$ cat config.mk
export PLATFORM = sky130hd
export DESIGN_NAME = step_sequencer
export DESIGN_NICKNAME = d
export VERILOG_FILES = /design/src/rtl/step_sequencer.sv
export SDC_FILE = /design/constraint.sdc
export NUM_CORES = 1
export LEC_CHECK = 0
export ABC_AREA = 1
export BUFFER_PORTS_ARGS = -buffer_cell sky130_fd_sc_hd__buf_2
export CORE_MARGIN = 4
export CORE_UTILIZATION = 40
export DETAILED_ROUTE_END_ITERATION = 8
export GPL_TIMING_DRIVEN = 0
export SETUP_SLACK_MARGIN = 0.15
export SYNTH_ARGS = -nofsm -noshare
export SYNTH_HDL_FRONTEND = slang
export SYNTH_SLANG_ARGS = --single-unit
$ cat constraint.sdc
create_clock -name clk -period 5.8 [get_ports clk]
set_input_delay 0.29 -clock clk [delete_from_list [all_inputs] [get_ports clk]]
set_output_delay 0.29 -clock clk [all_outputs]
set_load 0.02 [all_outputs]
$ cat src/rtl/step_sequencer.sv
// step_sequencer: plays a small pattern RAM of (frequency, gate) steps at a
// programmable tempo and presents the current pitch/gate to the synth datapath.
// The pattern is written one entry per cycle through a simple write port.
module step_sequencer #(
  parameter  int STEPS   = 8,
  parameter  int FREQ_W  = 24,
  parameter  int TEMPO_W = 16,
  localparam int AW      = $clog2(STEPS)
) (
  input  logic               clk,
  input  logic               rst,
  input  logic               wr_en,
  input  logic [AW-1:0]      wr_addr,
  input  logic [FREQ_W-1:0]  wr_freq,
  input  logic               wr_gate,
  input  logic               run,
  input  logic               loop,
  input  logic [AW-1:0]      last_step,
  input  logic [TEMPO_W-1:0] tempo_div,
  input  logic [TEMPO_W-1:0] gate_len,
  output logic [FREQ_W-1:0]  freq_out,
  output logic               gate_out,
  output logic [AW-1:0]      step_idx,
  output logic               step_pulse,
  output logic               done,
  output logic               playing
);

  typedef enum logic {IDLE = 1'b0, PLAY = 1'b1} state_e;

  typedef struct packed {
    logic [FREQ_W-1:0] freq;
    logic              gate;
  } entry_t;

  entry_t mem_q [STEPS];

  state_e             state_q, state_d;
  logic [TEMPO_W-1:0] cnt_q, cnt_d;
  logic [AW-1:0]      idx_q, idx_d;
  logic [FREQ_W-1:0]  freq_q, freq_d;
  logic               gate_q, gate_d;
  logic               pulse_q, pulse_d;
  logic               done_q, done_d;

  logic               fetch;
  logic [AW-1:0]      fetch_idx;
  logic               step_end;
  logic               last_hit;
  logic [TEMPO_W:0]   cnt_inc;

  assign step_end = (cnt_q == tempo_div);
  assign last_hit = (idx_q >= last_step);
  // One extra bit so the gate-length compare cannot wrap at the top of the range.
  assign cnt_inc  = {1'b0, cnt_q} + (TEMPO_W+1)'(1);

  // Pattern RAM write port; a fetch on the same edge sees the old entry.
  // NOTE: the RAM is deliberately left out of reset so it maps onto plain
  // memory; entries are undefined until the host writes them.
  always_ff @(posedge clk) begin
    if (wr_en) mem_q[wr_addr] <= '{freq: wr_freq, gate: wr_gate};
  end

  // Next-state logic: start/stop, tempo count, gate timing and step fetch.
  always_comb begin
    // NOTE: every signal written here gets a default first, otherwise paths
    // that skip an assignment would infer latches.
    state_d   = state_q;
    cnt_d     = cnt_q;
    idx_d     = idx_q;
    freq_d    = freq_q;
    gate_d    = gate_q;
    pulse_d   = 1'b0;
    done_d    = 1'b0;
    fetch     = 1'b0;
    fetch_idx = '0;

    case (state_q)
      IDLE: begin
        if (run) begin
          state_d   = PLAY;
          fetch     = 1'b1;
          fetch_idx = '0;
        end
      end
      PLAY: begin
        if (!run) begin
          // Stop without a done strobe; pitch holds so a release tail keeps its note.
          state_d = IDLE;
          gate_d  = 1'b0;
        end else if (step_end) begin
          if (last_hit && !loop) begin
            state_d = IDLE;
            gate_d  = 1'b0;
            done_d  = 1'b1;
          end else begin
            fetch     = 1'b1;
            fetch_idx = last_hit ? '0 : idx_q + AW'(1);
          end
        end else begin
          cnt_d  = cnt_q + TEMPO_W'(1);
          gate_d = gate_q && (cnt_inc < {1'b0, gate_len});
        end
      end
      default: state_d = IDLE;
    endcase

    // Latching the new step directly keeps gate high across note-to-note
    // boundaries when the gate outlasts the step (legato).
    if (fetch) begin
      idx_d   = fetch_idx;
      cnt_d   = '0;
      pulse_d = 1'b1;
      freq_d  = mem_q[fetch_idx].freq;
      gate_d  = mem_q[fetch_idx].gate && (gate_len != '0);
    end
  end

  // Sequencer state and registered outputs with synchronous reset.
  always_ff @(posedge clk) begin
    // NOTE: state flops use non-blocking assignments so every flop samples
    // pre-edge values regardless of statement order.
    if (rst) begin
      state_q <= IDLE;
      cnt_q   <= '0;
      idx_q   <= '0;
      freq_q  <= '0;
      gate_q  <= 1'b0;
      pulse_q <= 1'b0;
      done_q  <= 1'b0;
    end else begin
      state_q <= state_d;
      cnt_q   <= cnt_d;
      idx_q   <= idx_d;
      freq_q  <= freq_d;
      gate_q  <= gate_d;
      pulse_q <= pulse_d;
      done_q  <= done_d;
    end
  end

  assign freq_out   = freq_q;
  assign gate_out   = gate_q;
  assign step_idx   = idx_q;
  assign step_pulse = pulse_q;
  assign done       = done_q;
  assign playing    = (state_q == PLAY);

endmodule

======== Word level (Yosys, flattened, before mapping) ========
Memories as Yosys holds them, arrays and structs flattened.
Cells that the tools add are included.
word-level totals
  register bits ........................... 47
  bits in writable memories ............... 200
  input port bits ......................... 68
  memories ................................ 1
operators by class
  add/sub/neg operators ................... 3
  order comparisons ....................... 2
  equality and inequality tests ........... 2
  muxes and demuxes ....................... 22
  bitwise operators ....................... 3
  reduce and logical (&&, ||, !) cells .... 10
memory list
  name   depth  width  rd ports  clocked after memory_dff  write ports  RTL line  RTL
  mem_q  8      25     1         0                         1            36        entry_t mem_q [STEPS];
operators with widths
  kind                                           number
  adder 16 x 1 -> 17 bit, second input constant  1
  less-than comparator 17 x 16 -> 1 bit          1
  adder 16 x 1 -> 16 bit, second input constant  1
  equality test 16 bit                           1
  nonzero test 16 bit                            1
  two-way mux 1 bit                              15
  two-way mux 3 bit                              4
  case mux 3 bit (2 select lines)                1
  != test 4 x 3 -> 1 bit, second input constant  1
  case mux 1 bit (2 select lines)                2
  OR reduction 4 bit                             1
  adder 3 x 1 -> 3 bit, second input constant    1
  greater-or-equal comparator 3 bit              1
  logical AND 1 bit                              3
  inverter 1 bit                                 3
  AND reduction 3 bit                            1
  AND reduction 2 bit                            1
  nonzero test 2 bit                             1
  OR reduction 2 bit                             1
  zero test 1 bit                                1

======== Longest topological paths before layout ========
Gate-level depths: netlist (run 1).
An unclocked memory read counts as a cell.
  depth in word-level cells ............... 9
  gate-level depth with buffers ........... 19
  mapped depth without buffers ............ 19

======== Least setup slack after synthesis (run 1) ========
OpenSTA, ideal clock, no wires.
  kind .................................... register to register
  from .................................... register cnt_q[0]
  to ...................................... register gate_q, in the netlist gate_out
  library setup time ...................... 0.124 ns
  data arrival time ....................... 2.258 ns
  required time ........................... 5.676 ns
  slack ................................... 3.418 ns
  cell stages (with the launch flop) ...... 17
  clock period less this slack ............ 2.382 ns
  path through ............................ dfxtp_1 ha_1 nand2_1 nor3_2 nand2_1 nor2_1 xor2_1 inv_1 ha_1 inv_1 o31a_1 nand2_1 nand2_1 nand2_1 nand2_1 a21oi_1 a21oi_1
on the way
  longest elaborated chain between the ends .. 7
RTL lines
  item                                   RTL line  RTL
  start: declaration                     39        logic [TEMPO_W-1:0] cnt_q, cnt_d;
  start signal: assignment               133       cnt_q <= cnt_d;
  adder 16 x 1 -> 17 bit                 55        assign cnt_inc = {1'b0, cnt_q} + (TEMPO_W+1)'(1);
  named net cnt_inc[12]                  50        logic [TEMPO_W:0] cnt_inc;
  less-than comparator 17 x 16 -> 1 bit  102       gate_d = gate_q && (cnt_inc < {1'b0, gate_len});
  logical AND 1 bit                      102
  two-way mux 1 bit                      91        end else if (step_end) begin
  two-way mux 1 bit                      87        if (!run) begin
  two-way mux 1 bit                      78        case (state_q)
  two-way mux 1 bit                      110       if (fetch) begin
  end signal: assignment                 136       gate_q <= gate_d;
  end: declaration                       42        logic gate_q, gate_d;
The timed path passes the listed nets, and every way through them passes these cells. The select of a mux whose other input is x is not followed.
A chain may end at the register's enable or synchronous reset.

======== Worst setup path in the final report (run 1) ========
Ends and elaborated chain as after synthesis.

==> flow_summary_export.csv, run 1 <==
group,metric,value,unit
sta,finalClockSkew,0.00780,ns
worst_setup_path,cp_num_buf_inv,2,
die,die_w,173,um
worst_setup_path,crit_path_frequent_cell,"nand2_1",
sta,rsz0062_at_grt,"no",
clock_tree,cts_buffer_depth,3,
run_status,outcome,"completed",
placement,globalplace.congestion,0.820,
worst_setup_path,cp_max_fo,6,
die,rows,60,
yosys,synthCells,1080,
worst_setup_path,path_depth,16,
clock_tree,cts_setup_buffers,0,
drt,wl,27.7,mm
placement,hpwlAfterDp,18.6,mm
sta,slew_headroom,52.0,%
grt,grt_pass1_vias,7546,
die,core_area,27000,sq um
die,die_area,30000,sq um
worst_setup_path,worstPathCellList,"ha_1 > nand2_1 > nor3_2 > nand2_1 > nor2_1 > xor2_1 > inv_1 > ha_1 > inv_1 > o31a_1 > nand2_1 > nand2_1 > nand2_1 > nand2_1 > a21oi_1 > a21oi_1",
placement,placed_cell_area,12100,sq um
yosys,synth_cell_types,37,
drt,drc,0,
drt,wire_per_inst,17.6,um
yosys,synth_top_family_by_area,"simple AND/OR/NAND/NOR gates",
clock_tree,clock_latency,0.52,ns
grt,grt-ovfl-total,0,
cells_and_area,syn2layout_area_growth,18.6,%
cells_and_area,post-route-util,48.1,%
worst_setup_path,r2r_cells,16,
worst_setup_path,crit_arrival,3.27,ns
drt,vias_per_cell,4.94,
yosys,ys_ff_latch,247,
cells_and_area,design_area,13000,sq um
sta,worst_pin_slew,0.720,ns
power,ir_drop,212,uV
drt,vias,7798,
grt,antenna_found_initial,4,
sta,min_period,2.87,ns
die,num_io_pins,99,
yosys,ys_seq_area_share,63.5,%
die,die_h,173,um
yosys,synthTopCellsByArea,"edfxtp_1 (55%), nand2_1 (10%), dfxtp_1 (8.6%), inv_1 (5.5%), o21ai_1 (4.5%)",
worst_setup_path,critPathTopFamily,"simple AND/OR/NAND/NOR gates",
sta,finalHoldViolCount,0,
yosys,synth_compound_area_share,9.03,%
sta,fmax,0.348,GHz
worst_hold_path,hold_class,"input port to register",
sta,period_share,49.5,%
clock_tree,htreeDepth,1,
worst_setup_path,max_stage_delay,0.43,ns
clock_tree,cts_tree,"yes",
worst_hold_path,holdPathStages,1,
yosys,yosysTopAreaCell,"edfxtp_1",
worst_setup_path,cp.required,6.20,ns
clock_tree,clock_sinks,247,
cells_and_area,post_route_cells_drive_above_1_share,16.6,%
worst_setup_path,cpMaxStageDelayCell,"dfxtp_1",
power,leakage,5.54,nW
clock_tree,cts_made_buffers,26,
sta,setup_viol,0,
yosys,syn_nets,1168,
clock_tree,root_buffer,"clkbuf_16",
sta,setup_tns,0,ns
worst_setup_path,endpoint_kind,"register",
grt,grt_use_total,18.3,%
drt,drtPass1Iterations,5,
grt,grt_pass1_wl,42.9,mm
yosys,synth_fa_ha_area_share,2.29,%
drt,first_iter_violations,622,
placement,port_buffers,98,
clock_tree,path_clk_slew,0.06,ns
cells_and_area,nets,1305,
yosys,netlist_area,10900,sq um
yosys,synthMuxAreaShare,0,%
yosys,avgSynthCellArea,10.1,sq um
yosys,synth_xor_area_share,1.36,%
power,pwr_density_cell,291,nW/um^2
clock_tree,cts_resized,0,
sta,slew_violations,0,
die,initial_core_util,40.6,%
grt,grt_max_degree,23,
drt,ant_nets,0,
worst_setup_path,critPathLaunchType,"register",
yosys,ys_warn_count,0,
flow_run,drv_cap,0,
yosys,synthSimpleGateAreaFrac,15.9,%
yosys,synth.top_cell.area_share,54.9,%
worst_setup_path,path_class,"register to register",
-- repair_timing --
item | 4_1_cts | 5_1_grt
endpoints found under the setup margin | 0 | 0
hold endpoints to repair | 2 | 0
hold buffers | 3 | 0
-- layer usage --
layer	vias to the layer above	global-route usage (%)	share of wire (%)
met2	240	30.1	47
li1	3863	-	-
met3	53	3.27	6.7
met1	3636	25.2	44
met4	6	4.46	2.1
met5	-	0	0.14
-- final timing paths --
kind,startpoint,to,slack [ns]
max,cnt_q[0],gate_out,2.93
min,wr_freq[2],mem_q[4][3],0.04
max reg2reg,cnt_q[0],gate_out,2.93
min reg2reg,freq_out[21],freq_out[21],0.47
-- sequential cells by signal, summed over array words and instances (netlist names) --
register / count
cnt_q: 16
done: 1
freq_out: 24
gate_out: 1
mem_q: 200
playing: 1
step_idx: 3
step_pulse: 1
-- Yosys cell counts, drive strengths merged --
| cell type | number |
|---|---|
| nand2 | 297 |
| edfxtp | 200 |
| inv | 172 |
| o21ai | 124 |
| dfxtp | 47 |
| nand3 | 47 |
| nor2 | 40 |
| buf | 31 |
| a21oi | 26 |
| o211ai | 23 |
| ha | 20 |
| xor2 | 17 |
| clkbuf | 9 |
| nand4 | 7 |
| nor4 | 6 |
| nor3 | 4 |
| a211oi | 2 |
| o31ai | 2 |
| and2 | 1 |
| clkinv | 1 |
| nand3b | 1 |
| o21a | 1 |
| o22ai | 1 |
| o31a | 1 |
-- report_power, final --
part           internal [W]  total [W]  switching [W]  leakage, nW
clock network      0.000915    0.00157       0.000651        0.394
logic             0.0000716   0.000206       0.000135         2.95
registers           0.00198    0.00200      0.0000200         2.20
total               0.00296    0.00377       0.000806         5.54
-- through the flow --
step                      instances  setup slack [ns]  total power (W)  hold slack [ns]
after floorplan                1080              3.42          0.00214            0.359
after global placement         1519              2.45          0.00222            0.454
after detailed placement       1527              2.97          0.00224            0.455
after CTS                      1578              2.95          0.00380           0.0191
after global routing           1578              2.59          0.00392           0.0205
final                          1579              2.93          0.00377           0.0355
-- cells in the final DEF (no fill, tap or decap), types with 20 or more instances in the layout --
master / n
o21ai_1: 98
dfxtp_1: 47
edfxtp_1: 200
o21ai_0: 26
a21oi_1: 25
nand2_1: 293
clkbuf_16: 27
buf_2: 121
nand3_1: 45
ha_1: 20
inv_1: 161
nor2_1: 24
o211ai_1: 23
-- cell families (layout without fill, tap and decap cells) --
| kind of cell | count (synthesis) | after routing |
|---|---|---|
| AOI/OAI and AO/OA | 180 | 180 |
| other | 0 | 1 |
| xor gates and xnor gates | 17 | 17 |
| and+or+nand+nor | 403 | 403 |
| DFF | 247 | 247 |
| adders and majority gates | 20 | 20 |
| buffers and inverters | 213 | 370 |
-- cell type report --
class | count | area (sq um)
fill | 2448 | 14000
sequential | 247 | 6950
multi-input combinational | 620 | 3180
clock buffer | 40 | 774
timing repair buffer | 109 | 726
inverter | 173 | 649
tap | 341 | 427
buffer | 40 | 213
clock inverter | 8 | 40.0
antenna | 1 | 2.50
(Power assumes the default switching activity.)
==> inputs of run 2 (changes only) <==
==> constraint.sdc (replaced) <==
create_clock -name clk -period 2.58 [get_ports clk]
set_input_delay 0.129 -clock clk [delete_from_list [all_inputs] [get_ports clk]]
set_output_delay 0.129 -clock clk [all_outputs]
set_load 0.02 [all_outputs]
==> flow_summary_export.csv, run 2 (synthesized netlist as in run 1, its figures left out) <==
group,metric,value,unit
run_status,outcome,"completed",
grt,grt_use_total,18.6,%
cells_and_area,nets,1355,
die,die_w,173,um
sta,rsz0062_at_grt,"yes",
cells_and_area,mostFrequentLayoutCells,"nand2_1 (286), edfxtp_1 (200), inv_1 (161)",
drt,wire_per_inst,17.5,um
grt,grt-ovfl-total,0,
drt,met3_wirelength,1.68,mm
placement,hpwlAfterDp,18.6,mm
die,num_io_pins,99,
drt,wl,28.5,mm
drt,ant_nets,0,
sta,setup_viol,0,
die,initial_core_util,40.6,%
die,core_area,27000,sq um
clock_tree,cts_made_buffers,26,
worst_setup_path,max_stage_delay,0.37,ns
sta,whs,0.164,ns
sta,finalClockSkew,0.00763,ns
drt,wl_met1,12.6,mm
clock_tree,root_buffer,"clkbuf_16",
placement,port_buffers,98,
drt,vias_per_cell,4.95,
worst_setup_path,path_class,"register to register",
drt,maxUsedRoutingLayer,"met5",
sta,fmax,0.408,GHz
cells_and_area,largest_reg_flops,200,
power,leakage,5.90,nW
clock_tree,clock_latency,0.52,ns
placement,preCtsSetupSlack,-0.247,ns
sta,fin_ws,0.126,ns
worst_setup_path,crit_arrival,2.91,ns
worst_setup_path,worstPathCellList,"ha_4 > nand2_4 > nor3_4 > nand2_2 > nor2_4 > buf_4 > buf_4 > buf_4 > buf_4 > buf_4 > buf_4 > buf_4 > buf_4 > buf_4 > nand3_1 > nand4_1 > nor2_2 > a21oi_2 > a21oi_2",
worst_setup_path,cp_max_fo,6,
drt,drtPass1Iterations,6,
grt,grt_max_degree,23,
sta,worst_pin_slew,0.625,ns
drt,first_iter_violations,624,
cells_and_area,post_route_cells_drive_above_1_share,21.7,%
grt,grt_pass1_wl,43.9,mm
worst_setup_path,cpMaxStageDelayCell,"dfxtp_4",
placement,globalplace.congestion,0.820,
sta,period_share,95.1,%
worst_setup_path,cp.required,3.03,ns
power,clock_power_share,41.3,%
drt,wl_met2,13.6,mm
power,combinationalPowerShare,6.1,%
flow_run,drv_cap,0,
cells_and_area,syn2layout_area_growth,25.4,%
sta,finalHoldViolCount,0,
worst_setup_path,crit_path_frequent_cell,"buf_4",
drt,vias,8062,
cells_and_area,top_register,"mem_q",
clock_tree,clock_sinks,247,
power,ir_drop,477,uV
worst_hold_path,hold_class,"input port to register",
clock_tree,cts_tree,"yes",
worst_setup_path,rrSetupSlack,0.13,ns
worst_setup_path,critPathLaunchType,"register",
worst_setup_path,critPathTopFamily,"buffers and inverters",
die,die_area,30000,sq um
power,sw_frac_of_total,21.5,%
worst_setup_path,endpoint_kind,"register",
sta,setup_tns,0,ns
grt,grt_pass1_vias,7799,
die,die_h,173,um
die,rows,60,
sta,slew_headroom,58.2,%
power,p_int,0.00669,W
cells_and_area,final_common_cell,"nand2_1",
power,p_sw,0.00183,W
clock_tree,cts_buffer_depth,3,
cells_and_area,diodes,0,
worst_setup_path,cp_num_buf_inv,9,
power,pwr-share-seq,52.6,%
clock_tree,path_clk_slew,0.06,ns
drt,drc,0,
grt,antenna_found_initial,1,
sta,min_period,2.45,ns
clock_tree,htreeDepth,1,
sta,slew_violations,0,
power,pwr_density_cell,622,nW/um^2
## run 2: cell count changes in the layout (fill, tap and decap cells not counted), sizes merged
cell         before  now
buf             137  157
dlygate4sd3       3   29
clkbuf           49   53
diode             1    0
## run 2: routing by layer
metal	vias up	global-route usage (%)
met1	3802	25.7
met2	244	31.1
li1	3963	-
met4	2	4.59
met3	51	2.90
met5	-	0
## run 2: worst paths after layout
path              cells after the start            to         start
hold reg to reg                       2  freq_out[21]  freq_out[21]
setup / recovery                     19      gate_out      cnt_q[0]
setup reg to reg                     19      gate_out      cnt_q[0]
hold / removal                        3   mem_q[3][9]    wr_addr[1]
## run 2: area by class of cell
class	count	area, sq um
flip-flops and latches	247	6970
repair buffers	159	1170
clock buffers	40	774
well taps	341	427
clock inverters	8	40.0
fillers	2368	13200
multi-input cells	620	3400
plain buffers	40	272
inverters	173	649
## run 2: power groups by stage
| stage | Combinational, W | Clock [W] | Sequential, W |
|---|---|---|---|
| finish | 0.000517 | 0.00352 | 0.00448 |
| global route | 0.000579 | 0.00380 | 0.00449 |
| CTS | 0.000505 | 0.00358 | 0.00448 |
| detailed placement | 0.000465 | 0 | 0.00457 |
| global placement | 0.000425 | 0 | 0.00457 |
| floorplan | 0.000207 | 0 | 0.00459 |
## run 2: stage by stage
stage,cells,total power [W],cell area [sq um],util (%)
6_report,1628,0.00852,13700,50.9
5_1_grt,1628,0.00887,13700,50.9
4_1_cts,1616,0.00857,13400,49.7
3_5_place_dp,1527,0.00503,12100,45.0
3_3_place_gp,1519,0.00500,11900,44.0
2_1_floorplan,1080,0.00480,10900,-
## run 2: worst reg2reg max path: stages, from the launching register on
cell,delay (ns)
dfxtp_4,0.37
ha_4,0.17
nand2_4,0.07
nor3_4,0.05
nand2_2,0.10
nor2_4,0.05
buf_4,0.13
buf_4,0.12
buf_4,0.12
buf_4,0.13
buf_4,0.13
buf_4,0.12
buf_4,0.12
buf_4,0.12
buf_4,0.12
nand3_1,0.07
nand4_1,0.10
nor2_2,0.13
a21oi_2,0.06
a21oi_2,0.11
## run 2: what timing repair did
item                       4_1_cts  5_1_grt
hold buffers                    29        0
buffers inserted                12       12
pin swaps                        4       29
setup endpoints to repair       24       25
resized for setup               28       66
hold endpoints to repair       206        0
==> inputs of run 3 (changes only) <==
==> constraint.sdc (replaced) <==
create_clock -name clk -period 2.6 [get_ports clk]
set_input_delay 0.13 -clock clk [delete_from_list [all_inputs] [get_ports clk]]
set_output_delay 0.13 -clock clk [all_outputs]
set_load 0.02 [all_outputs]
==> flow_summary_export.csv, run 3 (synthesized netlist as in run 1, its figures left out) <==
group,metric,value,unit
run_status,outcome,"completed",
power,p_sw,0.00182,W
sta,slew_violations,0,
power,combinationalPowerShare,6.1,%
sta,worst_pin_slew,0.621,ns
placement,port_buffers,98,
sta,min_period,2.45,ns
placement,dpl.cell_count,1527,
drt,wire_per_inst,17.5,um
cells_and_area,nets,1353,
sta,rsz0062_at_grt,"yes",
die,initial_core_util,40.6,%
clock_tree,root_buffer,"clkbuf_16",
worst_setup_path,cp.required,3.05,ns
drt,drtPass1Iterations,5,
worst_setup_path,crit_arrival,2.90,ns
drt,vias,8033,
worst_setup_path,critPathLaunchType,"register",
drt,drc,0,
worst_hold_path,hp-start,"wr_addr[1]",
clock_tree,cts_buffer_depth,3,
cells_and_area,syn2layout_area_growth,25.2,%
power,ir_drop,473,uV
placement,placed_cell_area,12100,sq um
die,die_h,173,um
worst_hold_path,hold_class,"input port to register",
flow_run,drv_cap,0,
drt,wl,28.5,mm
die,die_w,173,um
worst_setup_path,path_class,"register to register",
placement,globalplace.congestion,0.820,
cells_and_area,design_area,13700,sq um
power,pwr_density_cell,618,nW/um^2
drt,ant_nets,0,
clock_tree,path_clk_slew,0.06,ns
die,die_area,30000,sq um
die,num_io_pins,99,
power,clock_power_share,41.4,%
cells_and_area,largest_reg_flops,200,
sta,finalHoldViolCount,0,
sta,period_share,94.3,%
drt,vias_per_cell,4.94,
worst_setup_path,critPathLaunch,"cnt_q[0]",
grt,grt-ovfl-total,0,
power,finalPower,0.00846,W
power,sw_frac_of_total,21.5,%
grt,grt_use_total,18.6,%
cells_and_area,mostFrequentLayoutCells,"nand2_1 (286), edfxtp_1 (200), inv_1 (161)",
power,pwr-share-seq,52.6,%
grt,grt_pass1_wl,44.0,mm
placement,hpwlAfterDp,18.6,mm
worst_setup_path,endpoint_kind,"register",
cells_and_area,top_register,"mem_q",
sta,finalClockSkew,0.00803,ns
die,core_area,27000,sq um
sta,fmax,0.408,GHz
grt,grt_max_degree,23,
cells_and_area,instances_no_fill,1626,
clock_tree,cts_tree,"yes",
power,p_int,0.00664,W
clock_tree,clock_latency,0.52,ns
grt,grt_pass1_vias,7799,
cells_and_area,post-route-util,50.8,%
cells_and_area,post_route_cells_drive_above_1_share,21.5,%
die,rows,60,
clock_tree,cts_made_buffers,26,
grt,antenna_found_initial,1,
power,leakage,5.88,nW
cells_and_area,diodes,0,
sta,setup_viol,0,
cells_and_area,final_common_cell,"nand2_1",
clock_tree,htreeDepth,1,
worst_setup_path,cp_max_fo,6,
clock_tree,clock_sinks,247,
worst_setup_path,r2r-start,"cnt_q[0]",
drt,first_iter_violations,606,
sta,slew_headroom,58.5,%
-- run 3: critical path, stage by stage, from the launching register on --
cell and delay [ns]:
dfxtp_4 0.37, ha_4 0.17, nand2_4 0.07, nor3_4 0.05
nand2_2 0.10, nor2_4 0.05, buf_4 0.13, buf_4 0.12
buf_4 0.12, buf_4 0.13, buf_4 0.13, buf_4 0.12
buf_4 0.12, buf_4 0.12, buf_4 0.12, nand3_1 0.07
nand4_1 0.10, nor2_2 0.13, a21oi_2 0.06, a21oi_2 0.11
-- run 3: final timing paths --
check	to	slack (ns)	cells past startpoint
hold / removal	mem_q[3][9]	0.16	3
setup reg to reg	gate_out	0.15	19
hold reg to reg	freq_out[21]	0.47	2
setup / recovery	gate_out	0.15	19
-- run 3: power groups by stage --
stage | clock network (W) | logic (W) | registers, W
floorplan | 0 | 0.000205 | 0.00456
global placement | 0 | 0.000422 | 0.00454
detailed placement | 0 | 0.000462 | 0.00453
CTS | 0.00356 | 0.000501 | 0.00445
global route | 0.00377 | 0.000574 | 0.00446
finish | 0.00350 | 0.000513 | 0.00445
-- run 3: metrics by stage --
stage          hold WS, ns  setup WS [ns]  TNS (ns)
2_1_floorplan        0.199          0.218         0
3_3_place_gp         0.316         -0.590    -94.13
3_5_place_dp         0.316         -0.227    -0.285
4_1_cts              0.154          0.103         0
5_1_grt              0.155        0.00449         0
6_report             0.164          0.149         0
-- run 3: layout make-up --
| cell class | count | area (sq um) |
|---|---|---|
| sequential | 247 | 6970 |
| multi-input combinational | 620 | 3400 |
| fill | 2369 | 13300 |
| buffer | 40 | 267 |
| clock inverter | 8 | 40.0 |
| clock buffer | 40 | 774 |
| timing repair buffer | 157 | 1160 |
| inverter | 173 | 649 |
| tap | 341 | 427 |
-- run 3: metal layers --
metal | wire [um] | share of wire, % | global-route usage (%) | vias to the layer above
met1 | 12700 | 44 | 25.7 | 3802
li1 | - | - | - | 3957
met4 | 588 | 2.1 | 4.59 | 2
met3 | 1610 | 5.7 | 2.90 | 47
met5 | 13 | 0.046 | 0 | -
met2 | 13600 | 48 | 31.1 | 225
-- run 3: timing repair --
action	in CTS	in global routing
gates resized for setup	25	67
hold endpoints to repair	206	0
buffers inserted	12	10
pin swaps	4	28
hold buffers	29	0
setup endpoints to repair	24	25
